$ cat src/rtl/traffic_pkg.sv
// Shared phase encodings and default timing constants for the traffic controllers.
package traffic_pkg;

  typedef enum logic [2:0] {
    NS_G   = 3'd0,
    NS_Y   = 3'd1,
    AR_NS  = 3'd2,
    EW_G   = 3'd3,
    EW_Y   = 3'd4,
    AR_EW  = 3'd5,
    WALK_S = 3'd6
  } phase_t;

  typedef enum logic {
    DIR_NS = 1'b0,
    DIR_EW = 1'b1
  } dir_t;

  localparam int unsigned TIMER_W          = 6;
  localparam int unsigned GREEN_MIN_DEF    = 10;
  localparam int unsigned GREEN_MAX_DEF    = 30;
  localparam int unsigned YELLOW_TIME_DEF  = 4;
  localparam int unsigned ALLRED_TIME_DEF  = 2;
  localparam int unsigned WALK_TIME_DEF    = 8;

endpackage

$ cat src/rtl/tl_phase_timer.sv
// Saturating 6-bit phase timer with synchronous clear and terminal-count compare.
module tl_phase_timer
  import traffic_pkg::*;
(
  input  logic               CLK,
  input  logic               RESET,
  input  logic               clr,
  input  logic               en,
  input  logic [TIMER_W-1:0] term,
  output logic [TIMER_W-1:0] count,
  output logic               at_term
);

  logic [TIMER_W-1:0] count_q, count_d;

  always_comb begin
    count_d = count_q;
    if (clr)
      count_d = '0;
    else if (en && (count_q != '1))
      count_d = count_q + TIMER_W'(1);
  end

  always_ff @(posedge CLK or posedge RESET) begin
    if (RESET)
      count_q <= '0;
    else
      count_q <= count_d;
  end

  assign count   = count_q;
  assign at_term = (count_q == term);

endmodule

$ cat src/rtl/traffic_phase_scheduler.sv
// Two-direction signal phase scheduler with demand latching, pedestrian walk and emergency preemption.
module traffic_phase_scheduler
  import traffic_pkg::*;
#(
  parameter int unsigned GREEN_MIN   = GREEN_MIN_DEF,
  parameter int unsigned GREEN_MAX   = GREEN_MAX_DEF,
  parameter int unsigned YELLOW_TIME = YELLOW_TIME_DEF,
  parameter int unsigned ALLRED_TIME = ALLRED_TIME_DEF,
  parameter int unsigned WALK_TIME   = WALK_TIME_DEF
) (
  input  logic       CLK,
  input  logic       RESET,
  input  logic       NS_CAR,
  input  logic       EW_CAR,
  input  logic       PED_REQ,
  input  logic       EMERG_NS,
  input  logic       EMERG_EW,
  output logic       NS_RED,
  output logic       NS_YELLOW,
  output logic       NS_GREEN,
  output logic       EW_RED,
  output logic       EW_YELLOW,
  output logic       EW_GREEN,
  output logic       WALK,
  output logic       PED_ACK,
  output logic [2:0] phase,
  output logic [5:0] timer
);

  localparam logic [TIMER_W-1:0] GMIN_M1 = TIMER_W'(GREEN_MIN - 1);
  localparam logic [TIMER_W-1:0] GMAX_M1 = TIMER_W'(GREEN_MAX - 1);
  localparam logic [TIMER_W-1:0] Y_M1    = TIMER_W'(YELLOW_TIME - 1);
  localparam logic [TIMER_W-1:0] AR_M1   = TIMER_W'(ALLRED_TIME - 1);
  localparam logic [TIMER_W-1:0] WALK_M1 = TIMER_W'(WALK_TIME - 1);

  phase_t state_q, state_d;
  dir_t   nxt_dir_q, nxt_dir_d;
  logic   ns_dem_q, ns_dem_d;
  logic   ew_dem_q, ew_dem_d;
  logic   ped_pend_q, ped_pend_d;

  logic [TIMER_W-1:0] tmr, tmr_term;
  logic               tmr_at_term, tmr_clr, tmr_en;
  logic               in_green, past_min, emg_ns, emg_ew;

  tl_phase_timer u_timer (
    .CLK     (CLK),
    .RESET   (RESET),
    .clr     (tmr_clr),
    .en      (tmr_en),
    .term    (tmr_term),
    .count   (tmr),
    .at_term (tmr_at_term)
  );

  always_comb begin
    tmr_term = GMAX_M1;
    unique case (state_q)
      NS_Y, EW_Y:   tmr_term = Y_M1;
      AR_NS, AR_EW: tmr_term = AR_M1;
      WALK_S:       tmr_term = WALK_M1;
      default:      tmr_term = GMAX_M1;
    endcase
  end

  assign in_green = (state_q == NS_G) || (state_q == EW_G);
  assign past_min = (tmr >= GMIN_M1);
  // NS preemption wins a simultaneous request.
  assign emg_ns   = EMERG_NS;
  assign emg_ew   = EMERG_EW & ~EMERG_NS;

  always_comb begin
    state_d   = state_q;
    nxt_dir_d = nxt_dir_q;
    unique case (state_q)
      NS_G: begin
        if (emg_ns)
          state_d = NS_G;
        else if (emg_ew)
          state_d = NS_Y;
        else if (past_min && (ped_pend_q || (ew_dem_q && (!NS_CAR || tmr_at_term))))
          state_d = NS_Y;
      end
      EW_G: begin
        if (emg_ew)
          state_d = EW_G;
        else if (emg_ns)
          state_d = EW_Y;
        else if (past_min && (ped_pend_q || (ns_dem_q && (!EW_CAR || tmr_at_term))))
          state_d = EW_Y;
      end
      NS_Y: if (tmr_at_term) state_d = AR_NS;
      EW_Y: if (tmr_at_term) state_d = AR_EW;
      AR_NS: begin
        if (tmr_at_term) begin
          if (emg_ns)           state_d = NS_G;
          else if (emg_ew)      state_d = EW_G;
          else if (ped_pend_q) begin
            state_d   = WALK_S;
            nxt_dir_d = DIR_EW;
          end else              state_d = EW_G;
        end
      end
      AR_EW: begin
        if (tmr_at_term) begin
          if (emg_ns)           state_d = NS_G;
          else if (emg_ew)      state_d = EW_G;
          else if (ped_pend_q) begin
            state_d   = WALK_S;
            nxt_dir_d = DIR_NS;
          end else              state_d = NS_G;
        end
      end
      WALK_S: begin
        if (emg_ns) begin
          state_d   = AR_NS;
          nxt_dir_d = DIR_NS;
        end else if (emg_ew) begin
          state_d   = AR_NS;
          nxt_dir_d = DIR_EW;
        end else if (tmr_at_term)
          state_d = (nxt_dir_q == DIR_NS) ? NS_G : EW_G;
      end
      default: state_d = NS_G;
    endcase
  end

  // Green rests at GREEN_MAX-1 once reached; any state change clears the timer.
  assign tmr_clr = (state_d != state_q);
  assign tmr_en  = !(in_green && tmr_at_term);

  always_comb begin
    ns_dem_d   = ns_dem_q;
    ew_dem_d   = ew_dem_q;
    ped_pend_d = ped_pend_q;
    if (state_d == NS_G && state_q != NS_G) ns_dem_d = 1'b0;
    else if (state_q != NS_G)               ns_dem_d = ns_dem_q | NS_CAR;
    if (state_d == EW_G && state_q != EW_G) ew_dem_d = 1'b0;
    else if (state_q != EW_G)               ew_dem_d = ew_dem_q | EW_CAR;
    if (state_d == WALK_S && state_q != WALK_S) ped_pend_d = 1'b0;
    else if (state_q != WALK_S)                 ped_pend_d = ped_pend_q | PED_REQ;
  end

  always_ff @(posedge CLK or posedge RESET) begin
    if (RESET) begin
      state_q    <= NS_G;
      nxt_dir_q  <= DIR_EW;
      ns_dem_q   <= 1'b0;
      ew_dem_q   <= 1'b0;
      ped_pend_q <= 1'b0;
    end else begin
      state_q    <= state_d;
      nxt_dir_q  <= nxt_dir_d;
      ns_dem_q   <= ns_dem_d;
      ew_dem_q   <= ew_dem_d;
      ped_pend_q <= ped_pend_d;
    end
  end

  always_comb begin
    NS_GREEN  = (state_q == NS_G);
    NS_YELLOW = (state_q == NS_Y);
    NS_RED    = !(NS_GREEN || NS_YELLOW);
    EW_GREEN  = (state_q == EW_G);
    EW_YELLOW = (state_q == EW_Y);
    EW_RED    = !(EW_GREEN || EW_YELLOW);
    WALK      = (state_q == WALK_S);
    PED_ACK   = (state_q == WALK_S) && (tmr == '0);
  end

  assign phase = state_q;
  assign timer = tmr;

endmodule

$ cat config.mk
export PLATFORM = sky130hd
export DESIGN_NAME = traffic_phase_scheduler
export DESIGN_NICKNAME = d
export VERILOG_FILES = /design/src/rtl/traffic_pkg.sv /design/src/rtl/tl_phase_timer.sv /design/src/rtl/traffic_phase_scheduler.sv
export SDC_FILE = /design/constraint.sdc
export NUM_CORES = 1
export LEC_CHECK = 0
export ABC_CLOCK_PERIOD_IN_PS = 2800
export CAP_MARGIN = 25
export CORE_MARGIN = 1.5
export CORE_UTILIZATION = 35
export DETAILED_ROUTE_END_ITERATION = 8
export GPL_ROUTABILITY_DRIVEN = 0
export PLACE_DENSITY = 0.68
export SLEW_MARGIN = 20
export SYNTH_ARGS = -nofsm -noshare
export SYNTH_HDL_FRONTEND = slang
export SYNTH_SLANG_ARGS = --single-unit
$ cat constraint.sdc
create_clock -name CLK -period 2.8 [get_ports CLK]
set_input_delay 0.56 -clock CLK [delete_from_list [all_inputs] [get_ports CLK]]
set_output_delay 0.56 -clock CLK [all_outputs]
set_load 0.02 [all_outputs]
# Word-level counts from Yosys, hierarchy flattened
# Index checks and enable logic that the tools add are counted.
[totals]
regBits = 13
latch_bits = 0
ram_bits = 0
mem_bits_ro = 0
input_bits = 7
out_inout_bits = 17
word_cells = 110
memories = 0
[op_classes]
n_addsub = 1
multipliers = 0
div = 0
magnitude_cmp = 1
n_eq_ne = 22
n_shift = 0
n_mux = 41
bitwise = 5
reduce_logical = 34
[ops]
columns = ["cell", "count"]
rows = [
  ["3-bit 2-to-1 mux", 19],
  ["3-bit case mux with 7 select lines", 1],
  ["1-bit 2-to-1 mux", 16],
  ["2-bit != test, second input constant", 8],
  ["5-bit case mux with 3 select lines", 1],
  ["3-bit equality test, second input constant", 4],
  ["6-bit 2-to-1 mux", 2],
  ["1-bit logical AND", 10],
  ["10-bit AND reduction", 1],
  ["3-bit by 2-bit equality test with 1-bit output, second input constant", 3],
  ["2-bit nonzero test", 4],
  ["1-bit logical OR", 7],
  ["6-bit by 1-bit adder with 6-bit output, second input constant", 1],
  ["6-bit by 5-bit equality test with 1-bit output", 1],
  ["6-bit by 4-bit >= comparator with 1-bit output, second input constant", 1],
  ["3-bit zero test", 2],
  ["6-bit zero test", 1],
  ["3-bit by 2-bit != test with 1-bit output, second input constant", 2],
  ["6-bit != test, second input constant", 1],
  ["3-bit nonzero test", 2],
  ["1-bit zero test", 5],
  ["2-bit OR reduction", 2],
  ["3-bit by 1-bit equality test with 1-bit output, second input constant", 1],
  ["3-bit != test", 1],
  ["6 further kinds", 8],
]

# Logic depth before layout (Yosys ltp)
[depth]
ltp_word = 15
depth_mapped = 11
ltp_nobuf = 10

# Modules after synthesis
# A second synthesis with hierarchy kept.
[unflattened]
hier_cells = 148
area_unflattened_um2 = 1193.6
[by_module_without_submodules]
columns = ["module", "instances", "cells_each", "area_per_inst_um2", "seq_area_each_um2"]
rows = [
  ["traffic_phase_scheduler", 1, 100, 759.5, 176.4],
  ["tl_phase_timer", 1, 48, 434.2, 150.1],
]

# Least setup slack after synthesis
# OpenSTA, ideal clock, no wires.
[synth_timing]
path_type = "flip-flop to flip-flop"
startpoint = "reg state_q[1], in the netlist phase[1]"
endpoint = "reg u_timer.count_q[1], in the netlist u_timer.count[1]"
setup_time_ns = 0.144
arrival_ns = 2.784
required_ns = 2.656
slack_ns = -0.127
stages_incl_launch_ff = 10
n_path_buf = 1
period_less_slack_ns = 2.927
path_cell_list = "dfrtp_1 -> clkbuf_1 -> nor3b_1 -> o21a_1 -> o211ai_1 -> o221a_2 -> or3_1 -> a221o_1 -> o311ai_2 -> nor4_1"
[synth_via]
elab_chain_cells = 14
elab_cells_between_ends = 40
cone_classes = "8 x eq/ne; 16 x mux; 16 x reduce/logical"
[synth_rtl]
columns = ["item", "line_no", "text"]
rows = [
  ["from (decl)", "traffic_phase_scheduler.sv:36", "phase_t state_q, state_d;"],
  ["from (signal assigned)", "traffic_phase_scheduler.sv:152", "state_q <= state_d;"],
  ["3-bit by 1-bit equality test with 1-bit output *", "-", ""],
  ["named net NS_YELLOW", "traffic_phase_scheduler.sv:19", "output logic NS_YELLOW,"],
  ["2-bit OR reduction", "traffic_phase_scheduler.sv:58", "unique case (state_q)"],
  ["5-bit case mux with 3 select lines", "traffic_phase_scheduler.sv:58", ""],
  ["6-bit by 5-bit equality test with 1-bit output", "tl_phase_timer.sv:32", "assign at_term = (count_q == term);"],
  ["1-bit logical OR, on equally long branches", "traffic_phase_scheduler.sv:89, traffic_phase_scheduler.sv:81", ""],
  ["1-bit logical AND, on equally long branches", "traffic_phase_scheduler.sv:89, traffic_phase_scheduler.sv:81", ""],
  ["1-bit logical OR, on equally long branches", "traffic_phase_scheduler.sv:89, traffic_phase_scheduler.sv:81", ""],
  ["1-bit logical AND, on equally long branches", "traffic_phase_scheduler.sv:89, traffic_phase_scheduler.sv:81", ""],
  ["3-bit 2-to-1 mux, on equally long branches", "traffic_phase_scheduler.sv:89, traffic_phase_scheduler.sv:81", ""],
  ["3-bit 2-to-1 mux, on equally long branches", "traffic_phase_scheduler.sv:87, traffic_phase_scheduler.sv:79", ""],
  ["3-bit 2-to-1 mux, on equally long branches", "traffic_phase_scheduler.sv:85, traffic_phase_scheduler.sv:77", ""],
  ["3-bit case mux with 7 select lines", "traffic_phase_scheduler.sv:75", "unique case (state_q)"],
  ["3-bit != test", "traffic_phase_scheduler.sv:129", "assign tmr_clr = (state_d != state_q);"],
  ["6-bit 2-to-1 mux / 2-bit nonzero test (equally long branches)", "-", ""],
  ["to (signal assigned)", "tl_phase_timer.sv:28", "count_q <= count_d;"],
  ["to (decl)", "tl_phase_timer.sv:14", "logic [TIMER_W-1:0] count_q, count_d;"],
]
# Mark *: on every way through the listed nets, which the timed path passes. The rest lies on a longest branch.
# A chain may end at the register's enable or synchronous reset.

# Final worst setup path
[layout_timing]
startpoint = "reg state_q[0], in the netlist phase[0]"
endpoint = "reg u_timer.count_q[1], in the netlist u_timer.count[1]"
[layout_via]
elab_chain_cells = 14
elab_cells_between_ends = 40
cone_classes = "8 x eq/ne; 16 x mux; 16 x reduce/logical"
[layout_rtl]
columns = ["item", "line_no"]
rows = [
  ["3-bit equality test (tied with other cells)", "traffic_phase_scheduler.sv:58, traffic_phase_scheduler.sv:75"],
  ["2-bit OR reduction", "traffic_phase_scheduler.sv:58"],
  ["5-bit case mux with 3 select lines", "traffic_phase_scheduler.sv:58"],
  ["6-bit by 5-bit equality test with 1-bit output", "tl_phase_timer.sv:32"],
  ["1-bit logical OR, on equally long branches", "traffic_phase_scheduler.sv:89, traffic_phase_scheduler.sv:81"],
  ["1-bit logical AND, on equally long branches", "traffic_phase_scheduler.sv:89, traffic_phase_scheduler.sv:81"],
  ["1-bit logical OR, on equally long branches", "traffic_phase_scheduler.sv:89, traffic_phase_scheduler.sv:81"],
  ["1-bit logical AND, on equally long branches", "traffic_phase_scheduler.sv:89, traffic_phase_scheduler.sv:81"],
  ["3-bit 2-to-1 mux, on equally long branches", "traffic_phase_scheduler.sv:89, traffic_phase_scheduler.sv:81"],
  ["3-bit 2-to-1 mux, on equally long branches", "traffic_phase_scheduler.sv:87, traffic_phase_scheduler.sv:79"],
  ["3-bit 2-to-1 mux, on equally long branches", "traffic_phase_scheduler.sv:85, traffic_phase_scheduler.sv:77"],
  ["3-bit case mux with 7 select lines", "traffic_phase_scheduler.sv:75"],
  ["3-bit != test", "traffic_phase_scheduler.sv:129"],
  ["6-bit 2-to-1 mux / 2-bit nonzero test (equally long branches)", "-"],
]
# Several ways; a longest one is shown, not always the timed one.

==> flow_metrics.env <==
export IMPL_area_growth_syn_to_layout_pct=32.2
export IMPL_async_reset_ff_frac=1.00
export IMPL_synth_area_mm2=0.00126
export IMPL_port_buffers=23
export IMPL_antenna_found_initial=0
export IMPL_grt_pass1_wl_um=6070
export IMPL_layout_nets=202
export IMPL_hp_class="flop to flop"
export IMPL_worstSkewPairLatency_ns=0.30
export IMPL_fmax_ghz=0.373
export IMPL_post_cts_buffers=0
export IMPL_final_setup_viol_count=0
export IMPL_syn_avg_cell_area_um2=7.88
export IMPL_yosysSeqAreaShare=0.259
export IMPL_overflow=0
export IMPL_skew_ns=0.0167
export IMPL_cp_end_kind="flop"
export IMPL_ys_flop_type="dfrtp_1"
export IMPL_synth_edff_count=0
export IMPL_drive_gt1_frac=0.179
export IMPL_drcViolationCount=0
export IMPL_root_buffer="clkbuf_4"
export IMPL_synth_cells=160
export IMPL_fp_row_count=21
export IMPL_holdBufCountCts=0
export IMPL_rr_worst_depth=10
export IMPL_p_leak_nw=0.692
export IMPL_clockBufferDepth=2
export IMPL_start_util=0.372
export IMPL_grt_pass1_vias=1299
export IMPL_die_x_um=63.0
export IMPL_yosysUniqueCellTypes=54
export IMPL_tns_ns=0
export IMPL_hold_violations=0
export IMPL_dr_first_iter_drc_count=94
export IMPL_finalCriticalPeriod_ns=2.68
export IMPL_vias=1376
export IMPL_start_kind="flop"
export IMPL_cts_made_buffers=3
export IMPL_slew_limit_headroom=0.639
export IMPL_ant_nets=0
export IMPL_core_area_mm2=0.00339
export IMPL_cts_tree="yes"
export IMPL_worst_path_max_fanout=16
export IMPL_cts_sinks=13
export IMPL_ir_worst_vdd_v=0.000474
export IMPL_worstPathArrival_ns=2.83
export IMPL_cts_htree_levels=1
export IMPL_crit_type="flop to flop"
export IMPL_syn_num_nets=171
export IMPL_die_y_um=63.0
export IMPL_first_pass_iters=4
export IMPL_diodes=0
export IMPL_slew_violations=0
export IMPL_routed_wl_um=3720
export IMPL_r2r_slack_ns=0.12
export IMPL_clkTransAtPathRegs_ns=0.10
export IMPL_pin_count=24
export IMPL_p_total_w=0.00180
export IMPL_viasPerCell=5.83
export IMPL_dieArea_mm2=0.00397
export IMPL_cts_resized=0
export IMPL_cap_violations=0
export IMPL_outcome="complete, no violations"
export IMPL_powerDensity_mw_per_mm2=1080
export IMPL_synth_warnings=0
export IMPL_holdPathStages=2
export IMPL_worstMarginPinSlew_ns=0.539
export IMPL_grt_setup_unrepaired="no"
export IMPL_fin_crit_sh=0.958
export IMPL_grt_max_degree=22
export IMPL_wire_per_inst_um=15.8
export IMPL_grt_usage=0.190
export IMPL_dp_hpwl_um=2770
export IMPL_required_ns=2.95
export IMPL_ys_ff_latch=13
==> placed cells by master (no fill, tap or decap), types with 6 or more instances in the layout <==
| cell | synthesis | layout |
|---|---|---|
| nor2_1 | 14 | 14 |
| nor2b_1 | 8 | 8 |
| dfrtp_1 | 12 | 10 |
| nand3_1 | 7 | 7 |
| inv_1 | 8 | 7 |
| nor3_1 | 8 | 8 |
| nand2_1 | 9 | 9 |
| o21ai_0 | 6 | 6 |
| clkdlybuf4s50_1 | 0 | 23 |
| a21oi_1 | 10 | 10 |
| buf_4 | 0 | 12 |
==> metal layers <==
layer	vias to the layer above	share of wire	track usage
met5	-	0	0
met4	0	0.014	0.0722
met3	7	0.084	0.0234
met2	69	0.44	0.306
met1	639	0.46	0.259
li1	661	-	-
==> registers in the layout (all words and copies together), names as in the netlist <==
name,count
ew_dem_q,1
ped_pend_q,1
u_timer.count,6
nxt_dir_q,1
ns_dem_q,1
phase,3
==> Yosys cell counts, drive strengths merged, types with 3 or more instances <==
cell	number	area [um^2]
inv	8	30.0
o31ai	5	51.3
nand2	9	33.8
and3	4	30.0
nor2	14	52.6
nor2b	8	50.1
o21ai	8	40.0
or3	3	18.8
ha	4	50.1
nand4	3	18.8
nor3	8	40.0
nand3	7	35.0
clkbuf	8	30.0
a21oi	11	66.3
dfrtp	12	300
a31oi	4	25.0
==> power breakdown <==
part | switching, W | internal (W)
sequential | 0.000100 | 0.000264
clock | 0.0000762 | 0.0000532
combinational | 0.000734 | 0.000576
==> path summary, 6_finish.rpt <==
kind / start / to
worst min-delay path: nxt_dir_q / nxt_dir_q
worst max register to register: phase[0] / u_timer.count[1]
max in group asynchronous: RESET / u_timer.count[1]
worst min register to register: nxt_dir_q / nxt_dir_q
worst max-delay path: phase[0] / u_timer.count[1]
min in group asynchronous: RESET / phase[1]
==> area by class of cell <==
type,instances,area (um^2)
multi-input cells,129,883
flip-flops and latches,13,329
repair buffers,36,340
fillers,317,1720
clock buffers,3,22.5
well taps,46,57.6
clock inverters,1,5.00
inverters,8,30.0
==> critical path, stage by stage, from the launching register on <==
cell and delay (ns):
dfrtp_1 0.37, buf_4 0.18, buf_4 0.22, nand2_1 0.14, a21oi_4 0.18, o31ai_4 0.14, or4_1 0.52, o21a_1 0.18
a221o_1 0.34, o311ai_2 0.15, nor4_1 0.12
==> kinds of logic after synthesis <==
| logic type | share of synthesized area |
|---|---|
| and+or+nand+nor | 0.298 |
| AOI/OAI and AO/OA | 0.313 |
| buffers and inverters | 0.0556 |
| DFF | 0.259 |
| xor gates and xnor gates | 0.0278 |
| adders and majority gates | 0.0397 |
| muxes | 0.00794 |
==> metrics by stage <==
step	hold WS, ns	setup WS (ns)	instances	utilization	cell area [um^2]
final	0.524	0.117	236	0.492	1670
after global routing	0.539	0.000520	236	0.492	1670
after CTS	0.525	0.0562	236	0.488	1650
after detailed placement	0.509	0.0178	232	0.480	1630
after global placement	0.496	0.0925	232	0.480	1630
after floorplan	0.436	0.0660	160	-	1270
(Power assumes the default switching activity.)
